**config.mk**
```make
export PLATFORM = sky130hd
export DESIGN_NAME = dmem_arbiter
export DESIGN_NICKNAME = d
export VERILOG_FILES = /design/src/rtl/dmem_arbiter.sv
export SDC_FILE = /design/constraint.sdc
export NUM_CORES = 1
export LEC_CHECK = 0
export BUFFER_PORTS_ARGS = -buffer_cell sky130_fd_sc_hd__buf_2
export CORE_UTILIZATION = 46
export DETAILED_ROUTE_END_ITERATION = 7
export GPL_ROUTABILITY_DRIVEN = 0
export PLACE_DENSITY = 0.85
export SYNTH_ARGS = -nofsm -noshare
export SYNTH_HDL_FRONTEND = slang
export SYNTH_SLANG_ARGS = --single-unit
```
**constraint.sdc**
```tcl
create_clock -name clk -period 4.7 [get_ports clk]
set_input_delay 0.47 -clock clk [delete_from_list [all_inputs] [get_ports clk]]
set_output_delay 0.47 -clock clk [all_outputs]
set_load 0.01 [all_outputs]
```
**src/rtl/dmem_arbiter.sv**
```systemverilog
// Two-requester round-robin arbiter/sequencer for the shared data memory.
// Core (port c) and debug (port d) requests are serialised IDLE -> ACCESS -> DONE.
module dmem_arbiter #(
  parameter int ADDR_W  = 32,
  parameter int DATA_W  = 32,
  parameter int MEM_LAT = 1
) (
  input  logic              clk,
  input  logic              reset,
  input  logic              c_req,
  input  logic              c_we,
  input  logic [ADDR_W-1:0] c_addr,
  input  logic [DATA_W-1:0] c_wdata,
  output logic              c_ack,
  output logic [DATA_W-1:0] c_rdata,
  input  logic              d_req,
  input  logic              d_we,
  input  logic [ADDR_W-1:0] d_addr,
  input  logic [DATA_W-1:0] d_wdata,
  output logic              d_ack,
  output logic [DATA_W-1:0] d_rdata,
  output logic              m_read,
  output logic              m_write,
  output logic [ADDR_W-1:0] m_addr,
  output logic [DATA_W-1:0] m_wdata,
  input  logic [DATA_W-1:0] m_rdata,
  output logic              busy,
  output logic              owner
);

  if (MEM_LAT < 1 || MEM_LAT > 15) begin : g_bad_mem_lat
    $error("dmem_arbiter: MEM_LAT must be in 1..15");
  end

  typedef enum logic [1:0] {IDLE, ACCESS, DONE} state_t;

  state_t             r_state;
  state_t             w_state_next;
  logic [3:0]         r_cnt;
  logic               r_we;
  logic               r_owner;
  logic               r_last;
  logic [ADDR_W-1:0]  r_addr;
  logic [DATA_W-1:0]  r_wdata;
  logic [DATA_W-1:0]  r_c_rdata;
  logic [DATA_W-1:0]  r_d_rdata;
  logic               w_grant;
  logic               w_winner;
  logic               w_final;

  // On a tie the requester that was not served last wins.
  always_comb begin
    w_grant  = c_req | d_req;
    w_winner = (c_req && d_req) ? ~r_last : d_req;
    w_final  = (r_cnt == 4'd0);
  end

  always_comb begin
    w_state_next = r_state;
    m_read       = 1'b0;
    m_write      = 1'b0;
    c_ack        = 1'b0;
    d_ack        = 1'b0;
    busy         = (r_state != IDLE);
    case (r_state)
      IDLE: begin
        if (w_grant) w_state_next = ACCESS;
      end
      ACCESS: begin
        m_read  = ~r_we;
        // A write strobes only in the last access cycle: one memory write edge.
        m_write = r_we & w_final;
        if (w_final) w_state_next = DONE;
      end
      DONE: begin
        c_ack        = ~r_owner;
        d_ack        = r_owner;
        w_state_next = IDLE;
      end
      default: w_state_next = IDLE;
    endcase
  end

  always_ff @(posedge clk or posedge reset) begin
    if (reset) begin
      r_state   <= IDLE;
      r_cnt     <= 4'd0;
      r_we      <= 1'b0;
      r_owner   <= 1'b0;
      r_last    <= 1'b1;
      r_addr    <= '0;
      r_wdata   <= '0;
      r_c_rdata <= '0;
      r_d_rdata <= '0;
    end else begin
      r_state <= w_state_next;
      case (r_state)
        IDLE: begin
          if (w_grant) begin
            r_owner <= w_winner;
            r_we    <= w_winner ? d_we    : c_we;
            r_addr  <= w_winner ? d_addr  : c_addr;
            r_wdata <= w_winner ? d_wdata : c_wdata;
            r_cnt   <= 4'(MEM_LAT - 1);
          end
        end
        ACCESS: begin
          if (!w_final) begin
            r_cnt <= r_cnt - 4'd1;
          end else if (!r_we) begin
            if (r_owner) r_d_rdata <= m_rdata;
            else         r_c_rdata <= m_rdata;
          end
        end
        DONE: r_last <= r_owner;
        default: ;
      endcase
    end
  end

  assign m_addr  = r_addr;
  assign m_wdata = r_wdata;
  assign owner   = r_owner;
  assign c_rdata = r_c_rdata;
  assign d_rdata = r_d_rdata;

endmodule

```
Word-level counts from Yosys, hierarchy flattened
Index checks and enable logic that the tools add are counted.

Input port bits: 166. Output and inout bits: 134. Register bits after elaboration: 137. Logic and storage cells: 44.

Reductions and logical operators: 10. Muxes and demuxes: 14. Add/subtract/negate cells: 1. Bitwise logic cells: 5. Eq/ne operators: 5.

Operators by type and width (count): 2-to-1 mux 32 bit (2); 2-to-1 mux 4 bit (2); case mux 4 bit (2 select lines) (1); AND reduction 4 bit (2); 2-to-1 mux 1 bit (6); != test 2 bit, second input constant (3); zero test 4 bit (1); 2-to-1 mux 2 bit (2); case mux 2 bit (2 select lines) (1); AND reduction 2 bit (2); nonzero test 2 bit (2); subtractor 4 x 1 -> 4 bit, second input constant (1); inverter 1 bit (3); AND reduction 3 bit (1); == test 2 x 1 -> 1 bit, second input constant (1); == test 2 bit, second input constant (1); zero test 2 bit (1); bitwise AND 1 bit (1); logical AND 1 bit (1); bitwise OR 1 bit (1).

Depth between registers and ports, before layout
Gate-level depths: netlist (run 1).

Depth in word-level cells: 3. Mapped depth: 7. Depth with buffers taken out: 5.

Worst setup path before layout (run 1)
OpenSTA, ideal clock, no wires.

Path kind: register -> register. From: register r_cnt[0]. To: register r_d_rdata[0], in the netlist d_rdata[0]. Data required time: 4.575 ns. Cell stages (with the launch flop): 8. Path slack: 2.511 ns. Arrival: 2.064 ns. Setup time: 0.125 ns. Buffers on the path: 2. Period minus slack after synthesis: 2.189 ns. Path through: dfrtp_1 inv_1 ha_1 or3b_4 or4_4 buf_6 buf_12 mux2_4.

Cells in the longest elaborated chain, start to end: 2.

RTL lines: start, declared (line 39) `logic [3:0] r_cnt;`; start signal, assigned (line 104) `r_cnt <= 4'(MEM_LAT - 1);`; start signal, assigned (line 109) `r_cnt <= r_cnt - 4'd1;`; zero test 4 bit (line 55) `w_final = (r_cnt == 4'd0);`; AND reduction 4 bit (no source line); end signal, assigned (line 111) `if (r_owner) r_d_rdata <= m_rdata;`; end, declared (line 46) `logic [DATA_W-1:0] r_d_rdata;`.

No other way between the ends. A chain may end at the register's enable or synchronous reset.

Worst setup path after layout (run 1)
From: register r_cnt[0]. To: register r_c_rdata[28], in the netlist c_rdata[28].

Cells in the longest elaborated chain, start to end: 2.

RTL lines: zero test 4 bit (line 55); AND reduction 4 bit (no source line); end signal, assigned (line 112) `else r_c_rdata <= m_rdata;`; end, declared (line 45) `logic [DATA_W-1:0] r_c_rdata;`.

No other way between the ends.

==> results of run 1 <==
-- cells by family after synthesis --
group,after synthesis
buffers and inverters,52
flip-flops,137
adder cells (fa/ha/maj),2
AO/OA/AOI/OAI,140
AND/OR/NAND/NOR,151
multiplexers,66
-- per-layer routing --
metal / track usage (%) / vias up
li1: - / 2467
met1: 29.6 / 2583
met2: 42.1 / 249
met3: 6.25 / 17
met4: 7.61 / 0
met5: 0 / -
-- placed cells by master (no fill, tap or decap), types with 5 or more instances in the layout --
master / n
sky130_fd_sc_hd__buf_4: 6
sky130_fd_sc_hd__mux2_4: 60
sky130_fd_sc_hd__dfrtp_1: 136
sky130_fd_sc_hd__a21oi_1: 67
sky130_fd_sc_hd__nand2_1: 130
sky130_fd_sc_hd__buf_2: 299
sky130_fd_sc_hd__clkbuf_16: 17
sky130_fd_sc_hd__a31oi_1: 65
sky130_fd_sc_hd__inv_1: 5
-- sequential cells by signal, summed over array words and instances, names as in the netlist --
name     cells
c_rdata     32
r_we         1
r_cnt        4
owner        1
m_wdata     32
m_addr      32
d_rdata     32
r_state      2
r_last       1
-- power by group --
part	internal, uW	total, uW	leakage, uW	switching [uW]
logic	1150	2370	0.00239	1220
clock network	816	1330	0.000284	510
registers	1780	2140	0.00158	363
total	3740	5840	0.00425	2090
-- through the flow --
stage	util (%)	total power, uW
floorplan	-	3610
global placement	59.7	4420
detailed placement	59.7	4520
CTS	64.3	5890
global route	64.3	6190
finish	64.3	5840
-- cell type report --
| class | count | area (um2) |
|---|---|---|
| clock inverter | 12 | 140 |
| fill | 1057 | 4570 |
| tap | 172 | 215 |
| clock buffer | 20 | 457 |
| inverter | 6 | 27.5 |
| multi-input combinational | 359 | 2440 |
| timing repair buffer | 305 | 1540 |
| sequential | 137 | 3430 |
-- critical path, stage by stage (launching register included) --
cell and delay, ns:
sky130_fd_sc_hd__dfrtp_1 0.40, sky130_fd_sc_hd__inv_1 0.09, sky130_fd_sc_hd__ha_1 0.18, sky130_fd_sc_hd__or3b_4 0.40
sky130_fd_sc_hd__or4_4 0.79, sky130_fd_sc_hd__mux2_4 0.41
-- worst max-delay path by stage --
| stage | depth (start not counted) | startpoint | end |
|---|---|---|---|
| floorplan | 1 | reset | c_rdata[0] |
| global placement | 5 | r_cnt[0] | c_rdata[11] |
| CTS | 6 | r_cnt[0] | m_write |
| finish | 5 | r_cnt[0] | c_rdata[28] |
| global route | 6 | r_cnt[0] | m_write |
| detailed placement | 5 | r_cnt[0] | c_rdata[25] |
-- synth_stat cells (all sizes together) --
| cell | n |
|---|---|
| dfrtp | 136 |
| clkbuf | 32 |
| dfstp | 1 |
| and2 | 3 |
| mux2 | 64 |
| a21boi | 1 |
| nor3b | 1 |
| or4 | 3 |
| nor2 | 5 |
| or3 | 1 |
| o2bb2ai | 1 |
| nand2 | 130 |
| o21ai | 1 |
| a21bo | 1 |
| nor4 | 1 |
| a31oi | 65 |
| or2 | 1 |
| o21bai | 1 |
| mux2i | 2 |
| or3b | 1 |
| buf | 14 |
| or2b | 1 |
| nand2b | 2 |
| ha | 2 |
| a21oi | 67 |
| inv | 6 |
| a221o | 1 |
| nor3 | 1 |
| a21o | 2 |
| nor2b | 1 |
==> out/summary.json, run 1 <==
{
  "synth_largest_area_cell": {"value": "sky130_fd_sc_hd__dfrtp_1"},
  "total_routed_wire_length_on_the_met1_layer": {"value": 6570, "unit": "um"},
  "post_cts_hold_buffer_count": {"value": 0},
  "detailroute.via_count": {"value": 5316},
  "maximum_level_of_the_cts_h_tree": {"value": 4},
  "core_area": {"value": 0.0128, "unit": "mm2"},
  "irDropWorstVdd": {"value": 0.000276, "unit": "V"},
  "synth_compound_gate_area_share": {"value": 13.1, "unit": "%"},
  "global_route.overflow_total": {"value": 0},
  "dieWidth": {"value": 118, "unit": "um"},
  "final_setup_violations": {"value": 0},
  "port_buffers": {"value": 299},
  "timing.critical_path.fanout_max": {"value": 32},
  "start_kind": {"value": "register"},
  "power.static_leakage": {"value": 0.00425, "unit": "uW"},
  "power_density": {"value": 707, "unit": "mW/mm2"},
  "post_place_cells": {"value": 979},
  "hpwlAfterDp": {"value": 11200, "unit": "um"},
  "setup_ws": {"value": 2.30, "unit": "ns"},
  "cts_root_buffer": {"value": "sky130_fd_sc_hd__clkbuf_16"},
  "status": {"value": "finished clean"},
  "layout.cells.non_filler": {"value": 1011},
  "cts_sinks": {"value": 137},
  "wl_per_cell": {"value": 16.4, "unit": "um"},
  "netlist.area_leader.share": {"value": 55.3, "unit": "%"},
  "layout.cell_area.non_filler": {"value": 0.00825, "unit": "mm2"},
  "cts-buffers-inserted": {"value": 17},
  "worst_skew_pair.late_latency": {"value": 0.41, "unit": "ns"},
  "yosys_warnings": {"value": 0},
  "flop_to_flop_setup_slack": {"value": 2.30, "unit": "ns"},
  "post_synth_xor_area_fraction": {"value": 0, "unit": "%"},
  "post-cts-setup-buffers": {"value": 0},
  "max_freq": {"value": 0.416, "unit": "GHz"},
  "grt_max_degree": {"value": 97},
  "floorplan.io_pins": {"value": 300},
  "synth_cell_type_count": {"value": 34},
  "grt_antenna_before_repair": {"value": 0},
  "critPathArrivalTime": {"value": 2.68, "unit": "ns"},
  "layout.nets": {"value": 994},
  "worst-setup-path-type": {"value": "register to register"},
  "highest-signal-layer": {"value": "met4"},
  "holdWs": {"value": 0.242, "unit": "ns"},
  "synth-simple-area-share": {"value": 10.1, "unit": "%"},
  "drtAntennaViolNets": {"value": 0},
  "fin_worst_skew": {"value": 0.00873, "unit": "ns"},
  "tightest_slew": {"value": 0.848, "unit": "ns"},
  "end_kind": {"value": "register"},
  "final_layout_size_suffix_gt1_share": {"value": 48.9, "unit": "%"},
  "post_cts_resize_count": {"value": 0},
  "yosys_register_bits": {"value": 137},
  "die_h": {"value": 118, "unit": "um"},
  "max_slew_margin": {"value": 43.5, "unit": "%"},
  "wire_length_of_the_first_global_routing_pass": {"value": 26800, "unit": "um"},
  "ff2ff_path_depth": {"value": 5},
  "grt_pass1_vias": {"value": 5277},
  "timing.rr.start": {"value": "r_cnt[0]"},
  "synth_nets": {"value": 716},
  "globalRouteTotalUtil": {"value": 24.3, "unit": "%"},
  "rsz0062_at_grt": {"value": "false"},
  "layout_min_cycle_time": {"value": 2.40, "unit": "ns"},
  "muxShareOfSynthArea": {"value": 15.7, "unit": "%"},
  "cap_violations": {"value": 0},
  "syn_inst": {"value": 548},
  "syn_avg_cell_area": {"value": 11.2, "unit": "um2"},
  "wl_met3": {"value": 1220, "unit": "um"},
  "area_of_the_die": {"value": 0.0139, "unit": "mm2"},
  "clock_tree_from_tritoncts": {"value": "yes"},
  "drcViolationCount": {"value": 0},
  "drtPass1Iterations": {"value": 4},
  "drt-total-wl": {"value": 16600, "unit": "um"},
  "placed_standard_cell_area": {"value": 0.00765, "unit": "mm2"},
  "core.rowCount": {"value": 41},
  "avgViaCountPerCell": {"value": 5.26},
  "detailedPlace.worstSlack": {"value": 2.31, "unit": "ns"},
  "cts.path.max_buffers": {"value": 2},
  "drv_slew": {"value": 0},
  "worstPathRequired": {"value": 4.98, "unit": "ns"},
  "num_antenna_cells": {"value": 0},
  "sequential_cell_area_fraction_in_the_yosys_report": {"value": 55.7, "unit": "%"},
  "met2RoutedLength": {"value": 8560, "unit": "um"},
  "cts.clk_slew.worst_paths": {"value": 0.06, "unit": "ns"},
  "final_report_hold_violation_count": {"value": 0},
  "period_share": {"value": 51.1, "unit": "%"},
  "hold_class": {"value": "primary input to asynchronous set/reset pin"},
  "initial_utilization": {"value": 48.0, "unit": "%"},
  "synth_top_cells_by_area": {"value": "sky130_fd_sc_hd__dfrtp_1 55%, sky130_fd_sc_hd__mux2_4 15%, sky130_fd_sc_hd__nand2_1 7.9%"},
  "mappedNetlistArea": {"value": 0.00616, "unit": "mm2"},
  "endpoint_of_the_worst_slack_reg_to_reg_timing_path": {"value": "c_rdata[28]"},
  "yosys.area_share.adder": {"value": 0.406, "unit": "%"},
  "layout-area-overhead-vs-synth": {"value": 34.0, "unit": "%"},
  "combinational_family_with_the_most_area_after_synthesis": {"value": "multiplexers"},
  "first_iter_violations": {"value": 329},
  "setup_tns": {"value": 0, "unit": "ns"}
}
Note: power is estimated with default switching activity, not from simulation.
==> run 2: changes to the inputs <==
- CORE_UTILIZATION: 46 -> 42
- PLACE_DENSITY: 0.85 -> 0.82
- clock period: 4.7 -> 2 ns (I/O delays scaled with it)
==> run 2 against run 1 <==
Critical path depth grew 1. Non-clock buffer count grew 14. Clock power grew 150%. Die area grew 9.4%. Via count shrank 1.3%. Largest power group unchanged. Count of clock-buffer cells in the layout shrank 2. Cell area grew 3.3%. The run now ends with hold timing, setup timing left. Total power grew 140%.
==> out/summary.json, run 2 (synthesis gave the netlist of run 1 again) <==
{
  "status": {"value": "finished, violations left"},
  "violations": {"value": "hold timing, setup timing"},
  "path_cells": {"value": "inv_2, ha_4, or3b_4, or4_4, buf_12, mux2_4"},
  "grt_pass1_vias": {"value": 5143, "change": "-2.5%"},
  "core.rowCount": {"value": 43, "change": "+4.9%"},
  "grt_max_degree": {"value": 138, "change": "+42%"},
  "final_setup_violations": {"value": 65, "change": "+65"},
  "cts_root_buffer": {"value": "sky130_fd_sc_hd__clkbuf_16"},
  "layout.cells.non_filler": {"value": 1033, "change": "+2.2%"},
  "cts.clk_slew.worst_paths": {"value": 0.06, "unit": "ns", "change": "about the same"},
  "global_route.usage.met2": {"value": 40.3, "unit": "%", "change": "-1.8 points"},
  "met3_global_route_usage": {"value": 5.81, "unit": "%", "change": "-0.44 points"},
  "start_kind": {"value": "register"},
  "die_h": {"value": 123, "unit": "um", "change": "+4.6%"},
  "maximum_level_of_the_cts_h_tree": {"value": 4, "change": "unchanged"},
  "cp_slowest_stage_delay": {"value": 0.54, "unit": "ns", "change": "-0.25 ns"},
  "global_route.overflow_total": {"value": 0, "change": "unchanged"},
  "layout-area-overhead-vs-synth": {"value": 38.5, "unit": "%"},
  "flop_to_flop_setup_slack": {"value": -0.18, "unit": "ns", "change": "-2.47 ns"},
  "end_kind": {"value": "register"},
  "drv_slew": {"value": 0, "change": "unchanged"},
  "pwr-share-seq": {"value": 35.6, "unit": "%", "change": "-1.0 points"},
  "num_antenna_cells": {"value": 0, "change": "unchanged"},
  "wire_length_of_the_first_global_routing_pass": {"value": 25500, "unit": "um", "change": "-4.8%"},
  "final_layout_size_suffix_gt1_share": {"value": 50.4, "unit": "%", "change": "+1.5 points"},
  "hold_class": {"value": "primary input to asynchronous set/reset pin"},
  "worst_path_buffer_plus_inverter_count": {"value": 2, "change": "+1"},
  "worstPathRequired": {"value": 2.29, "unit": "ns", "change": "-2.69 ns"},
  "power.static_leakage": {"value": 0.00438, "unit": "uW", "change": "+3.1%"},
  "worst-setup-path-type": {"value": "register to register"},
  "period_share": {"value": 109, "unit": "%", "change": "+58 points"},
  "port_buffers": {"value": 299, "change": "unchanged"},
  "holdWs": {"value": -0.0129, "unit": "ns", "change": "-0.255 ns"},
  "grt_antenna_before_repair": {"value": 0, "change": "unchanged"},
  "drcViolationCount": {"value": 0, "change": "unchanged"},
  "power.share.combinational": {"value": 40.9, "unit": "%", "change": "+0.3 points"},
  "net-switching-power": {"value": 5000, "unit": "uW", "change": "+140%"},
  "floorplan.io_pins": {"value": 300, "change": "unchanged"},
  "cts_sinks": {"value": 137, "change": "unchanged"},
  "drtPass1Iterations": {"value": 4, "change": "unchanged"},
  "met1_usage": {"value": 24.6, "unit": "%", "change": "-5.0 points"},
  "power.switching_fraction": {"value": 35.5, "unit": "%", "change": "-0.35 points"},
  "grt-busiest-layer": {"value": "met2"},
  "drtAntennaViolNets": {"value": 0, "change": "unchanged"},
  "hpwlAfterDp": {"value": 11300, "unit": "um", "change": "+0.31%"},
  "mostFrequentLayoutCell": {"value": "sky130_fd_sc_hd__buf_2"},
  "cts.path.max_buffers": {"value": 2, "change": "unchanged"},
  "layout.nets": {"value": 1008, "change": "+1.4%"},
  "post_place_cells": {"value": 999, "change": "+2.0%"},
  "cts-buffers-inserted": {"value": 17, "change": "unchanged"},
  "detailroute.via_count": {"value": 5247, "change": "-1.3%"},
  "dieWidth": {"value": 123, "unit": "um", "change": "+4.6%"},
  "drt-total-wl": {"value": 16500, "unit": "um", "change": "-0.27%"},
  "mostFrequentLayoutCells": {"value": "298 x sky130_fd_sc_hd__buf_2, 136 x sky130_fd_sc_hd__dfrtp_1, 130 x sky130_fd_sc_hd__nand2_1, 67 x sky130_fd_sc_hd__a21oi_1, 65 x sky130_fd_sc_hd__a31oi_1"},
  "initial_utilization": {"value": 43.7, "unit": "%", "change": "-4.3 points"},
  "timing.critical_path.max_delay_family": {"value": "simple AND/OR/NAND/NOR gates"},
  "timing.rr.start": {"value": "r_cnt[1]"},
  "rsz0062_at_grt": {"value": "true"},
  "clock_network_fraction_of_design_power": {"value": 23.5, "unit": "%", "change": "+0.8 points"},
  "avgViaCountPerCell": {"value": 5.08, "change": "-3.4%"},
  "core_area": {"value": 0.0141, "unit": "mm2", "change": "+9.9%"},
  "setup_tns": {"value": -9.33, "unit": "ns", "change": "-9.33 ns"},
  "power_report.internal_total": {"value": 9070, "unit": "uW", "change": "+140%"},
  "worst_skew_pair.late_latency": {"value": 0.41, "unit": "ns", "change": "about the same"},
  "fillCellCount": {"value": 1195, "change": "+13%"},
  "globalRouteTotalUtil": {"value": 22.0, "unit": "%", "change": "-2.4 points"},
  "area_of_the_die": {"value": 0.0152, "unit": "mm2", "change": "+9.4%"},
  "critPathArrivalTime": {"value": 2.46, "unit": "ns", "change": "-0.22 ns"},
  "power_density": {"value": 1650, "unit": "mW/mm2", "change": "+130%"},
  "layout_min_cycle_time": {"value": 2.18, "unit": "ns", "change": "-0.226 ns"},
  "fin_worst_skew": {"value": 0.00774, "unit": "ns", "change": "-0.000993 ns"},
  "timing.critical_path.fanout_max": {"value": 21, "change": "-34%"},
  "setup_ws": {"value": -0.176, "unit": "ns", "change": "-2.47 ns"},
  "max_slew_margin": {"value": 51.3, "unit": "%", "change": "+7.8 points"},
  "max_freq": {"value": 0.460, "unit": "GHz", "change": "+10%"},
  "detailedPlace.worstSlack": {"value": -0.208, "unit": "ns", "change": "-2.52 ns"},
  "irDropWorstVdd": {"value": 0.000803, "unit": "V", "change": "+190%"},
  "first_iter_violations": {"value": 273, "change": "-17%"},
  "wl_per_cell": {"value": 16.0, "unit": "um", "change": "-2.4%"},
  "post_cts_hold_buffer_count": {"value": 0, "change": "unchanged"},
  "tightest_slew": {"value": 0.730, "unit": "ns", "change": "-0.118 ns"},
  "cp-startpoint": {"value": "r_cnt[1]"},
  "slowest_stage": {"value": "sky130_fd_sc_hd__or4_4"},
  "cap_violations": {"value": 0, "change": "unchanged"},
  "clock_tree_from_tritoncts": {"value": "yes"},
  "final_report_hold_violation_count": {"value": 4, "change": "+4"}
}
==> run 2: worst min-delay path, cell delays in order <==
cell and delay [ns]:
sky130_fd_sc_hd__buf_2 0.11, sky130_fd_sc_hd__clkinvlp_4 0.07, sky130_fd_sc_hd__buf_12 0.50
==> run 2: layout make-up <==
type / instances / area (um2) / area share, %
sequential: 137 / 3430 / 40.2
multi-input combinational: 359 / 2460 / 28.9
timing repair buffer: 319 / 1760 / 20.6
clock buffer: 18 / 439 / 5.15
tap: 180 / 225 / 2.64
clock inverter: 14 / 186 / 2.19
inverter: 6 / 26.3 / 0.308
==> run 2: stage by stage <==
step           total power [uW]  hold slack (ns)  instance area (um2)  utilization, %
2_1_floorplan              8480            0.349                 6160               -
3_3_place_gp              10600            0.446                 7840            55.6
3_5_place_dp              10800            0.454                 7840            55.6
4_1_cts                   14200           0.0193                 8490            60.3
5_1_grt                   15000           0.0216                 8530            60.5
6_report                  14100          -0.0129                 8530            60.5
==> run 2: final timing paths <==
kind,end,depth (start not counted)
min in group clk,m_wdata[20],3
worst min register to register,d_rdata[19],1
worst min-delay path,c_rdata[28],3
max in group asynchronous,m_addr[14],3
worst max register to register,d_rdata[24],6
worst max-delay path,d_rdata[24],6
==> run 2: routing by layer <==
metal,vias to the layer above,part of all wire [%]
met5,-,0
met4,0,1.3
met3,16,7.2
met2,221,52
met1,2513,40
li1,2497,-
==> run 2: repair_timing <==
item | 4_1_cts | 5_1_grt
setup buffers | 1 | 1
gates resized for setup | 5 | 7
setup endpoints to repair | 65 | 65
==> run 2: power groups by stage <==
stage | sequential, uW | clock (uW) | combinational, uW
2_1_floorplan | 5540 | 0 | 2930
3_3_place_gp | 4960 | 0 | 5610
3_5_place_dp | 5010 | 0 | 5770
4_1_cts | 5010 | 3370 | 5790
5_1_grt | 5180 | 3490 | 6310
6_report | 5010 | 3300 | 5760
